`config.mk`:
```
export PLATFORM = sky130hd
export DESIGN_NAME = utmi_tx_replay
export DESIGN_NICKNAME = d
export VERILOG_FILES = /design/src/rtl/utmi_tx_replay.sv
export SDC_FILE = /design/constraint.sdc
export NUM_CORES = 1
export LEC_CHECK = 0
export BUFFER_PORTS_ARGS = -buffer_cell sky130_fd_sc_hd__buf_4
export CAP_MARGIN = 15
export CORE_MARGIN = 2
export CORE_UTILIZATION = 40
export CTS_BUF_LIST = sky130_fd_sc_hd__clkbuf_4
export DETAILED_ROUTE_END_ITERATION = 10
export GPL_TIMING_DRIVEN = 0
export PLACE_DENSITY_LB_ADDON = 0.25
export SYNTH_ARGS = -nofsm -noshare
export SYNTH_HDL_FRONTEND = slang
export SYNTH_SLANG_ARGS = --single-unit
```
`constraint.sdc`:
```
create_clock -name clk_i -period 4.7 [get_ports clk_i]
set_clock_uncertainty 0.2 [all_clocks]
set_input_delay 0.94 -clock clk_i [delete_from_list [all_inputs] [get_ports clk_i]]
set_output_delay 0.94 -clock clk_i [all_outputs]
set_load 0.005 [all_outputs]
```
`src/rtl/utmi_tx_replay.sv`:
```
// utmi_tx_replay: streams a packet image from sample RAM (Wishbone read master)
// onto the UTMI transmit interface, controlled via a small register slave.
// Optional build macro UTMI_TX_REPLAY_IRQ_EN adds irq_o and the IRQ_EN register (0x10).
module utmi_tx_replay #(
  parameter int BUF_WORDS = 2,
  parameter int LEN_W     = 16
) (
  input  logic        clk_i,
  input  logic        rst_ni,
  input  logic [7:0]  addr_i,
  input  logic [31:0] data_i,
  output logic [31:0] data_o,
  input  logic        cyc_i,
  input  logic        stb_i,
  input  logic        we_i,
  output logic        ack_o,
  output logic [31:0] mem_addr_o,
  output logic [3:0]  mem_sel_o,
  output logic        mem_we_o,
  output logic        mem_cyc_o,
  output logic        mem_stb_o,
  input  logic        mem_stall_i,
  input  logic        mem_ack_i,
  input  logic [31:0] mem_data_i,
  output logic        utmi_txvalid_o,
  output logic [7:0]  utmi_data_o,
  input  logic        utmi_txready_i
`ifdef UTMI_TX_REPLAY_IRQ_EN
  ,
  output logic        irq_o
`endif
);
  localparam int AW = $clog2(BUF_WORDS);
  localparam int CW = AW + 1;
  localparam int FW = LEN_W - 1;

  typedef enum logic [1:0] {IDLE, FILL, TX, DRAIN} state_e;
  state_e state_q, state_d;

  logic [31:0]      base_q, addr_q, rdata_q;
  logic [LEN_W-1:0] len_q, left_q;
  logic [FW-1:0]    fetch_q, words;
  logic [CW-1:0]    out_q, cnt_q;
  logic [CW:0]      inflight;
  logic [AW-1:0]    wp_q, rp_q;
  logic [1:0]       bidx_q;
  logic [31:0]      buf_q [BUF_WORDS];
  logic [31:0]      head_w;
  logic done_q, under_q, abrt_q, start_pend_q, ack_q;
  logic req, wr, busy, start, abort, start_acc;
  logic issue, ack_ok, push, tx_acc, last, fill_done;
  logic launch, zero_done, done_ev, under_ev, abort_ev, pop, flush;
`ifdef UTMI_TX_REPLAY_IRQ_EN
  logic irq_en_q;
  assign irq_o = irq_en_q & (done_q | under_q | abrt_q);
`endif

  assign req       = cyc_i & stb_i;
  assign wr        = req & we_i;
  assign busy      = (state_q == FILL) || (state_q == TX);
  assign start     = wr && (addr_i == 8'h00) && data_i[0];
  assign abort     = wr && (addr_i == 8'h00) && data_i[1] && busy;
  assign start_acc = start & ~busy;
  assign words     = FW'(({1'b0, len_q} + (LEN_W+1)'(3)) >> 2);

  // Prefetch as long as buffered + outstanding words leave room in the buffer.
  assign inflight   = {1'b0, cnt_q} + {1'b0, out_q};
  assign mem_stb_o  = busy && (fetch_q != '0) && (inflight < (CW+1)'(BUF_WORDS));
  assign issue      = mem_stb_o & ~mem_stall_i;
  assign mem_cyc_o  = mem_stb_o || (out_q != '0);
  assign mem_addr_o = addr_q;
  assign mem_sel_o  = 4'hF;
  assign mem_we_o   = 1'b0;
  assign ack_ok     = mem_ack_i && (out_q != '0);
  assign push       = ack_ok && busy;

  assign utmi_txvalid_o = (state_q == TX);
  assign head_w         = buf_q[rp_q];
  assign utmi_data_o    = utmi_txvalid_o ? head_w[{bidx_q, 3'b000} +: 8] : 8'h00;
  assign tx_acc         = utmi_txvalid_o & utmi_txready_i;
  assign last           = (left_q == LEN_W'(1));
  assign fill_done      = (cnt_q == CW'(BUF_WORDS)) || ((fetch_q == '0) && (out_q == '0));
  assign flush          = busy && (state_d == DRAIN);
  assign data_o         = rdata_q;
  assign ack_o          = ack_q;

  // State register.
  always_ff @(posedge clk_i or negedge rst_ni) begin
    if (!rst_ni) state_q <= IDLE;
    else         state_q <= state_d;
  end

  // Next state and per-cycle events; a final byte beats a same-cycle abort.
  always_comb begin
    state_d   = state_q;
    launch    = 1'b0;
    zero_done = 1'b0;
    done_ev   = 1'b0;
    under_ev  = 1'b0;
    abort_ev  = 1'b0;
    pop       = 1'b0;
    case (state_q)
      IDLE: if (start_acc || start_pend_q) begin
        if (len_q == '0) zero_done = 1'b1;
        else begin launch = 1'b1; state_d = FILL; end
      end
      FILL: if (abort) begin abort_ev = 1'b1; state_d = DRAIN; end
            else if (fill_done) state_d = TX;
      TX: if (tx_acc && last) begin done_ev = 1'b1; state_d = DRAIN; end
          else if (abort) begin abort_ev = 1'b1; state_d = DRAIN; end
          else if (tx_acc && bidx_q == 2'd3) begin
            pop = 1'b1;
            if (cnt_q < CW'(2)) begin under_ev = 1'b1; state_d = DRAIN; end
          end
      DRAIN: if (out_q == '0) state_d = IDLE;
      default: state_d = IDLE;
    endcase
  end

  // Config registers, sticky status and deferred start (START arriving while draining).
  always_ff @(posedge clk_i or negedge rst_ni) begin
    if (!rst_ni) begin
      base_q <= '0; len_q <= '0; done_q <= 1'b0; under_q <= 1'b0; abrt_q <= 1'b0;
      start_pend_q <= 1'b0;
`ifdef UTMI_TX_REPLAY_IRQ_EN
      irq_en_q <= 1'b0;
`endif
    end else begin
      if (wr && !busy && addr_i == 8'h04) base_q <= {data_i[31:2], 2'b00};
      if (wr && !busy && addr_i == 8'h08) len_q <= data_i[LEN_W-1:0];
      if (start_acc) begin done_q <= 1'b0; under_q <= 1'b0; abrt_q <= 1'b0; end
`ifdef UTMI_TX_REPLAY_IRQ_EN
      if (wr && addr_i == 8'h0C && data_i[0]) begin
        done_q <= 1'b0; under_q <= 1'b0; abrt_q <= 1'b0;
      end
      if (wr && addr_i == 8'h10) irq_en_q <= data_i[0];
`endif
      if (done_ev || zero_done) done_q <= 1'b1;
      if (under_ev) under_q <= 1'b1;
      if (abort_ev) abrt_q <= 1'b1;
      if (start_acc && state_q == DRAIN) start_pend_q <= 1'b1;
      else if (state_q == IDLE)          start_pend_q <= 1'b0;
    end
  end

  // Slave response: ack and read data one cycle after each request.
  always_ff @(posedge clk_i or negedge rst_ni) begin
    if (!rst_ni) begin
      ack_q <= 1'b0; rdata_q <= '0;
    end else begin
      ack_q <= req;
      if (req) begin
        case (addr_i)
          8'h04:   rdata_q <= base_q;
          8'h08:   rdata_q <= 32'(len_q);
          8'h0C:   rdata_q <= {28'd0, abrt_q, under_q, done_q, busy};
`ifdef UTMI_TX_REPLAY_IRQ_EN
          8'h10:   rdata_q <= {31'd0, irq_en_q};
`endif
          default: rdata_q <= '0;
        endcase
      end
    end
  end

  // Read address, words left to fetch, and outstanding read count.
  always_ff @(posedge clk_i or negedge rst_ni) begin
    if (!rst_ni) begin
      addr_q <= '0; fetch_q <= '0; out_q <= '0;
    end else begin
      if (launch) begin addr_q <= base_q; fetch_q <= words; end
      else if (issue) begin addr_q <= addr_q + 32'd4; fetch_q <= fetch_q - 1'b1; end
      out_q <= out_q + CW'(issue) - CW'(ack_ok);
    end
  end

  // Prefetch FIFO; emptied on leaving the active states so late acks are dropped.
  always_ff @(posedge clk_i or negedge rst_ni) begin
    if (!rst_ni) begin
      wp_q <= '0; rp_q <= '0; cnt_q <= '0;
      for (int i = 0; i < BUF_WORDS; i++) buf_q[i] <= '0;
    end else if (flush || launch) begin
      wp_q <= '0; rp_q <= '0; cnt_q <= '0;
    end else begin
      if (push) begin buf_q[wp_q] <= mem_data_i; wp_q <= wp_q + 1'b1; end
      if (pop) rp_q <= rp_q + 1'b1;
      cnt_q <= cnt_q + CW'(push) - CW'(pop);
    end
  end

  // Byte position within the head word and bytes left to send.
  always_ff @(posedge clk_i or negedge rst_ni) begin
    if (!rst_ni) begin
      left_q <= '0; bidx_q <= '0;
    end else if (launch) begin
      left_q <= len_q; bidx_q <= '0;
    end else if (tx_acc) begin
      left_q <= left_q - 1'b1; bidx_q <= bidx_q + 1'b1;
    end
  end
endmodule

```
# Word level (Yosys, flattened, before mapping)
# Index checks and enable logic that the tools add are counted.
# W data, S select, Z words.
[classes] addsub=12 n_lt_le_gt_ge=5 n_eq_ne=10 shifts=1 mux=57 bitwise=10 n_reduce_logical=40
[op_table] cell="$mux W32" n=6
[op_table] cell="$pmux W32 S3" n=1
[op_table] cell="$bwmux W64" n=1
[op_table] cell="$add A32 B3 Y32 const B" n=1
[op_table] cell="$demux W32 S1" n=1
[op_table] cell="$mux W16" n=2
[op_table] cell="$shiftx A32 B6 Y8" n=1
[op_table] cell="$mux W15" n=2
[op_table] cell="$mux W1" n=29
[op_table] cell="$mux W2" n=12
[op_table] cell="$reduce_bool A2 Y1" n=9
[op_table] cell="$add A16 B2 Y17 const B" n=1
[op_table] cell="$logic_and A1 B1 Y1" n=17
[op_table] cell="$eq A16 B1 Y1 const B" n=1
[op_table] cell="$eq A8 B4 Y1 const B" n=2
[op_table] cell="$logic_not A16 Y1" n=1
[op_table] cell="$sub A16 B1 Y16 const B" n=1
[op_table] cell="$logic_not A15 Y1" n=1
[op_table] cell="$reduce_bool A15 Y1" n=1
[op_table] cell="$sub A15 B1 Y15 const B" n=1
[op_table] cell="$eq A2 B2 Y1 const B" n=5
[op_table] cell="$eq A8 B3 Y1 const B" n=1
[op_table] cell="$logic_not A8 Y1" n=1
[op_table] cell="$mux W8" n=1
[op_table] cell="other kinds (19)" n=36
[word_totals] ff_bits=220 in_bits=80 out_inout_bits=81 word_cells=154

# Depth between registers and ports, before layout
[logic_depth] word_depth=13 ltp_mapped=13 ltp_nobuf=13

# Worst setup path after synthesis
# Ideal clock, no wire load.
[synth_path] kind="in2reg" startpoint="input addr_i[2]" endpoint="register buf_q[53] in the netlist's numbering" setup_ns=0.125 t_arrival_ns=3.079 required_time_ns=4.375 path_slack_ns=1.296 path_stages=9 path_buffers=2 cell_sequence="buf_4 > and4bb_1 > nand4_1 > o2111ai_2 > o21ai_1 > or3_4 > o311ai_4 > buf_6 > mux2_2"
[synth_via] elab_chain_cells=12 word_cells_on_any_way=19 classes_between="1 x eq/ne; 7 x mux; 2 x bitwise; 9 x reduce/logical"
[synth_lines] element="start, declared" line="10" text="input logic [7:0] addr_i,"
[synth_lines] element="$logic_not A8 Y1 (*)" line="61, 62"
[synth_lines] element="$logic_and A1 B1 Y1 (*)" line="61, 62"
[synth_lines] element="$logic_and A1 B1 Y1, on equally long branches" line="62, 61"
[synth_lines] element="$logic_and A1 B1 Y1 or $and A1 B1 Y1 (tied branches)" line="62, 63"
[synth_lines] element="$mux W2 or $logic_or A1 B1 Y1 (tied branches)" line="110, 103"
[synth_lines] element="$mux W2, on equally long branches" line="109, 103"
[synth_lines] element="$pmux W2 S4" line="102" text="case (state_q)"
[synth_lines] element="$eq A2 B2 Y1" line="83" text="assign flush = busy && (state_d == DRAIN);"
[synth_lines] element="$logic_and A1 B1 Y1" line="83"
[synth_lines] element="$logic_or A1 B1 Y1 (*)" line="182" text="end else if (flush || launch) begin"
[synth_lines] element="$not A1 Y1 (no source line) (*)"
[synth_lines] element="$reduce_and A2 Y1 (no source line) (*)"
[synth_lines] element="end signal, assigned by index" line="185" text="if (push) begin buf_q[wp_q] <= mem_data_i; wp_q <= wp_q + 1'b1; end"
[synth_lines] element="end, declared" line="47" text="logic [31:0] buf_q [BUF_WORDS];"
# Mark *: on every way between the ends. The rest lies on a longest branch, timed or not.
# A chain may end at the register's enable or synchronous reset.

# Final worst setup path
[layout_path] startpoint="register out_q[0]" endpoint="register out_q[1]"
[layout_via] elab_chain_cells=6 word_cells_on_any_way=8 classes_between="3 x add/sub; 1 x order compare; 1 x bitwise; 3 x reduce/logical"
[layout_lines] element="start, declared" line="43" text="logic [CW-1:0] out_q, cnt_q;"
[layout_lines] element="start signal, assigned" line="173" text="out_q <= out_q + CW'(issue) - CW'(ack_ok);"
[layout_lines] element="$add A2 B2 Y3" line="67" text="assign inflight = {1'b0, cnt_q} + {1'b0, out_q};"
[layout_lines] element="$lt A3 B2 Y1" line="68" text="assign mem_stb_o = busy && (fetch_q != '0) && (inflight < (CW+1)'(BUF_WORDS));"
[layout_lines] element="$logic_and A1 B1 Y1" line="68"
[layout_lines] element="$and A1 B1 Y1" line="69" text="assign issue = mem_stb_o & ~mem_stall_i;"
[layout_lines] element="$add A2 B1 Y2" line="173"
[layout_lines] element="$sub A2 B1 Y2 (*)" line="173"
# Marks and branches as above.

==> run summary <==
The logs give 0.506 for the post-synthesis sequential area ratio and 0.503 ns for the worst path setup slack after routing. Dividing total power by cell area gives a power density of 499 nW/um2. Counting tap cells, the placed design contains a total of 1443 instances. The logs give 6.03 nW for the static leakage and 6.58 mW for the sum of internal, switching and leakage power.

The overall fraction of global-route tracks in use was 0.208; the post-synthesis average cell area was 11.4 um2. The arrival time reported for the critical path endpoint is 4.62 ns. Setup violations remaining at the end of the flow were counted as 0. The share of cells above drive strength 1 works out to 0.326. The tool flagged a number of max-cap violations equal to 0. The tools report the HPWL after detailed placement as 20500 um. The compound-gate portion of the synthesized area was 0.0774; the initial detailed-routing violation count was 384.

The maximum clock insertion buffer count is 3, and the number of cell instances on the worst register-to-register path is 13. The finished layout holds 1549 standard cells, fillers aside. The tree is rooted in a clkbuf_4.

The worst setup path is captured at a flip-flop. The vertical extent of the die is 168 um, and the remaining global-route overflow is 0. Class of the tightest hold or removal check: primary input to async pin. The routed layout has 8011 vias. Across the VDD grid, the largest voltage drop is 0.292 mV.

Prevailing post-synth register cell: dfrtp_1. The logs give 218 for the number of sinks handled by clock tree synthesis and 0.402 ns for the worst setup slack before clock tree synthesis. The number of primary I/O pins was 161; the minimum clock period was 4.20 ns. The area of the die was 28300 um2.

The share of synthesized cell area in full adder, half adder and majority cells came out at 0.0169. The maximum number of pins on one net before global-route repair is 115. Along the worst path, the maximum fanout reaches 10. TritonCTS built the clock tree. The mean number of vias per cell was 5.17; the initial antenna violation count was 2. The synthesized netlist contains 61 unique library cells. The run gives 8334 as the number of global-route vias before repair.

Portion of the clock cycle consumed by the worst path in the final layout: 0.893. The worst register-to-register path begins at out_q[0]. The number of detailed-route iterations in the first pass was 5; the highest clock frequency the design can meet was 0.238 GHz. Measured along the x axis, the die boundary spans 168 um. Dividing the detail-routed wire length by the instance count gives 18.6 um. The run gives 0 as the number of buffers inserted to repair setup after CTS.

Yosys printed 0 warnings. The clock insertion delay at the later pin of the skew report was 0.70 ns; the fraction of synthesis flops using an asynchronous set or reset pin was 1.00. Number of flip-flops and latches in the synthesized netlist: 218.

In this run the remaining antenna-violating nets after routing total 0. The first global-routing pass estimated 46100 um of wire. The tools report the TritonCTS buffer count as 59.

Setup repair after global routing left no endpoint under its margin. The H-tree was split into 2 levels. The tools report the initial core utilization as 0.403. The top cell types in the final layout, fill and taps aside, are 218 x dfrtp_1, 158 x buf_4, 136 x nand2_1. The run gives 945 as the post-synthesis cell count. Relative to the synthesized area, the layout overhead comes to 22.2%. The number of buffers added on ports is 151, and the final number of hold-violating endpoints is 0.

The final layout contains routed wiring with a total length of 28800 um. For the core utilization of the finished layout, the log shows 0.493. The proportion of synthesized area in mux cells is 0.172. The leading cell type in the layout, fill and taps excluded is dfrtp_1. For the worst setup path, the data required time is 5.12 ns. For the final number of max-transition violations, the log shows 0.

Category of the critical setup timing path: flip-flop to flip-flop. Row generation in the floorplan step produced 60 rows. The worst register-to-register path ends at out_q[1]. After clock tree synthesis, the clock-pin slew on the worst setup and hold paths is 0.07 ns.

For the pin with the worst max-slew slack, the measured transition is 0.939 ns. The flow ran to the end, and the final reports show no timing, DRC or antenna violations. Setup slack on the worst reg-to-reg path comes out at 0.50 ns.

Number of enable-type register cells in the synthesized netlist: 0. The synthesized-area fraction occupied by xor and xnor cells was 0.0609. The simple-gate share of the synthesized area came out at 0.128. STA classifies the critical path startpoint as a flip-flop.

Hold is met by 0.0942 ns. After detailed routing, the number of remaining DRC violations is 0. The core region is 26700 um2. For this run, the post-layout net count is 1257. In this run the cell area of the synthesized design comes to 10800 um2.

The dominant combinational cell family by area after synthesis is multiplexers. The logs give 0.373 for the max-slew headroom at the worst pin and 0.926 for the global placement routability congestion.
-- cell type report --
| cell class | instances | area, um2 |
|---|---|---|
| multi-input cells | 653 | 4940 |
| diodes | 1 | 2.50 |
| clock inverters | 20 | 138 |
| plain buffers | 59 | 333 |
| inverters | 20 | 75.1 |
| well taps | 341 | 427 |
| clock buffers | 85 | 638 |
| fillers | 2500 | 13500 |
| repair buffers | 152 | 1170 |
| flip-flops and latches | 218 | 5460 |
-- synthesized netlist by cell type, types with 3 or more instances --
cell	number	area, um2
a211oi_1	6	45.0
a21oi_1	9	45.0
a22o_1	4	35.0
a22oi_1	12	90.1
a31oi_1	3	18.8
and2_1	6	37.5
and3_1	8	50.1
and4_1	6	52.6
buf_1	3	11.3
buf_12	3	60.1
buf_4	8	60.1
buf_6	4	45.0
clkbuf_1	40	150
dfrtp_1	218	5460
ha_1	13	163
inv_1	20	75.1
mux2_1	11	124
mux2_2	73	822
mux2_4	30	450
mux2i_1	10	100
mux4_2	16	360
nand2_1	136	510
nand3_1	17	85.1
nand4_1	15	93.8
nor2_1	34	128
nor2b_1	11	68.8
nor3_1	14	70.1
nor4_1	12	75.1
o21ai_0	86	430
or3_1	4	25.0
xnor2_1	44	385
xor2_1	31	272
-- power by group --
group / internal [mW] / switching (mW) / leakage, nW
clock: 0.939 / 0.817 / 0.458
sequential: 2.35 / 0.347 / 2.85
combinational: 1.16 / 0.969 / 2.72
-- stage by stage --
step,instance area (um2),TNS [ns]
after floorplan,10800,0
after global placement,12400,-1.62
after detailed placement,12400,0
after CTS,13200,0
after global routing,13200,0
final,13200,0
-- metal layers --
metal  global-route usage  wire [um]
met5                    0         16
met4               0.0641        671
met3               0.0557       1940
met2                0.339      13500
met1                0.273      12600
-- state kept, by name (all words and copies together), names as in the netlist, 2 cells and up --
name and flops:
base_q 30, bidx_q 2, buf_q 64, cnt_q 2, data_o 32, fetch_q 15
left_q 16, len_q 16, mem_addr_o 30, out_q 2, state_q 2
-- timing repair --
item	CTS	global route
hold buffers	0	0
setup endpoints to repair	0	4
endpoints found under the hold margin	0	0
resized for setup	0	2
-- critical path, cell delays in order (launching register included) --
cell,delay [ns]
dfrtp_1,0.41
and2_1,0.16
fa_1,0.42
nor2_1,0.11
nand2_1,0.15
nor3_1,0.42
clkbuf_1,0.50
buf_1,0.59
inv_1,0.30
ha_1,0.35
inv_1,0.04
ha_1,0.18
xnor2_1,0.16
xnor2_1,0.13
-- how the worst max path moves through the flow --
stage / cells past startpoint / to / start
after floorplan: 9 / buf_q[53] / addr_i[2]
after global placement: 7 / fetch_q[14] / addr_i[1]
after detailed placement: 7 / fetch_q[14] / addr_i[1]
after CTS: 6 / utmi_data_o[6] / rp_q
after global routing: 13 / out_q[1] / cnt_q[0]
final: 13 / out_q[1] / out_q[0]
-- logic make-up after synthesis --
| family | Yosys count |
|---|---|
| other | 2 |
| buffers and inverters | 79 |
| DFF | 218 |
| AOI/OAI and AO/OA | 136 |
| adders and majority gates | 14 |
| xor gates and xnor gates | 75 |
| muxes | 140 |
| and+or+nand+nor | 281 |
No activity file was read; power rests on OpenSTA's default activity.
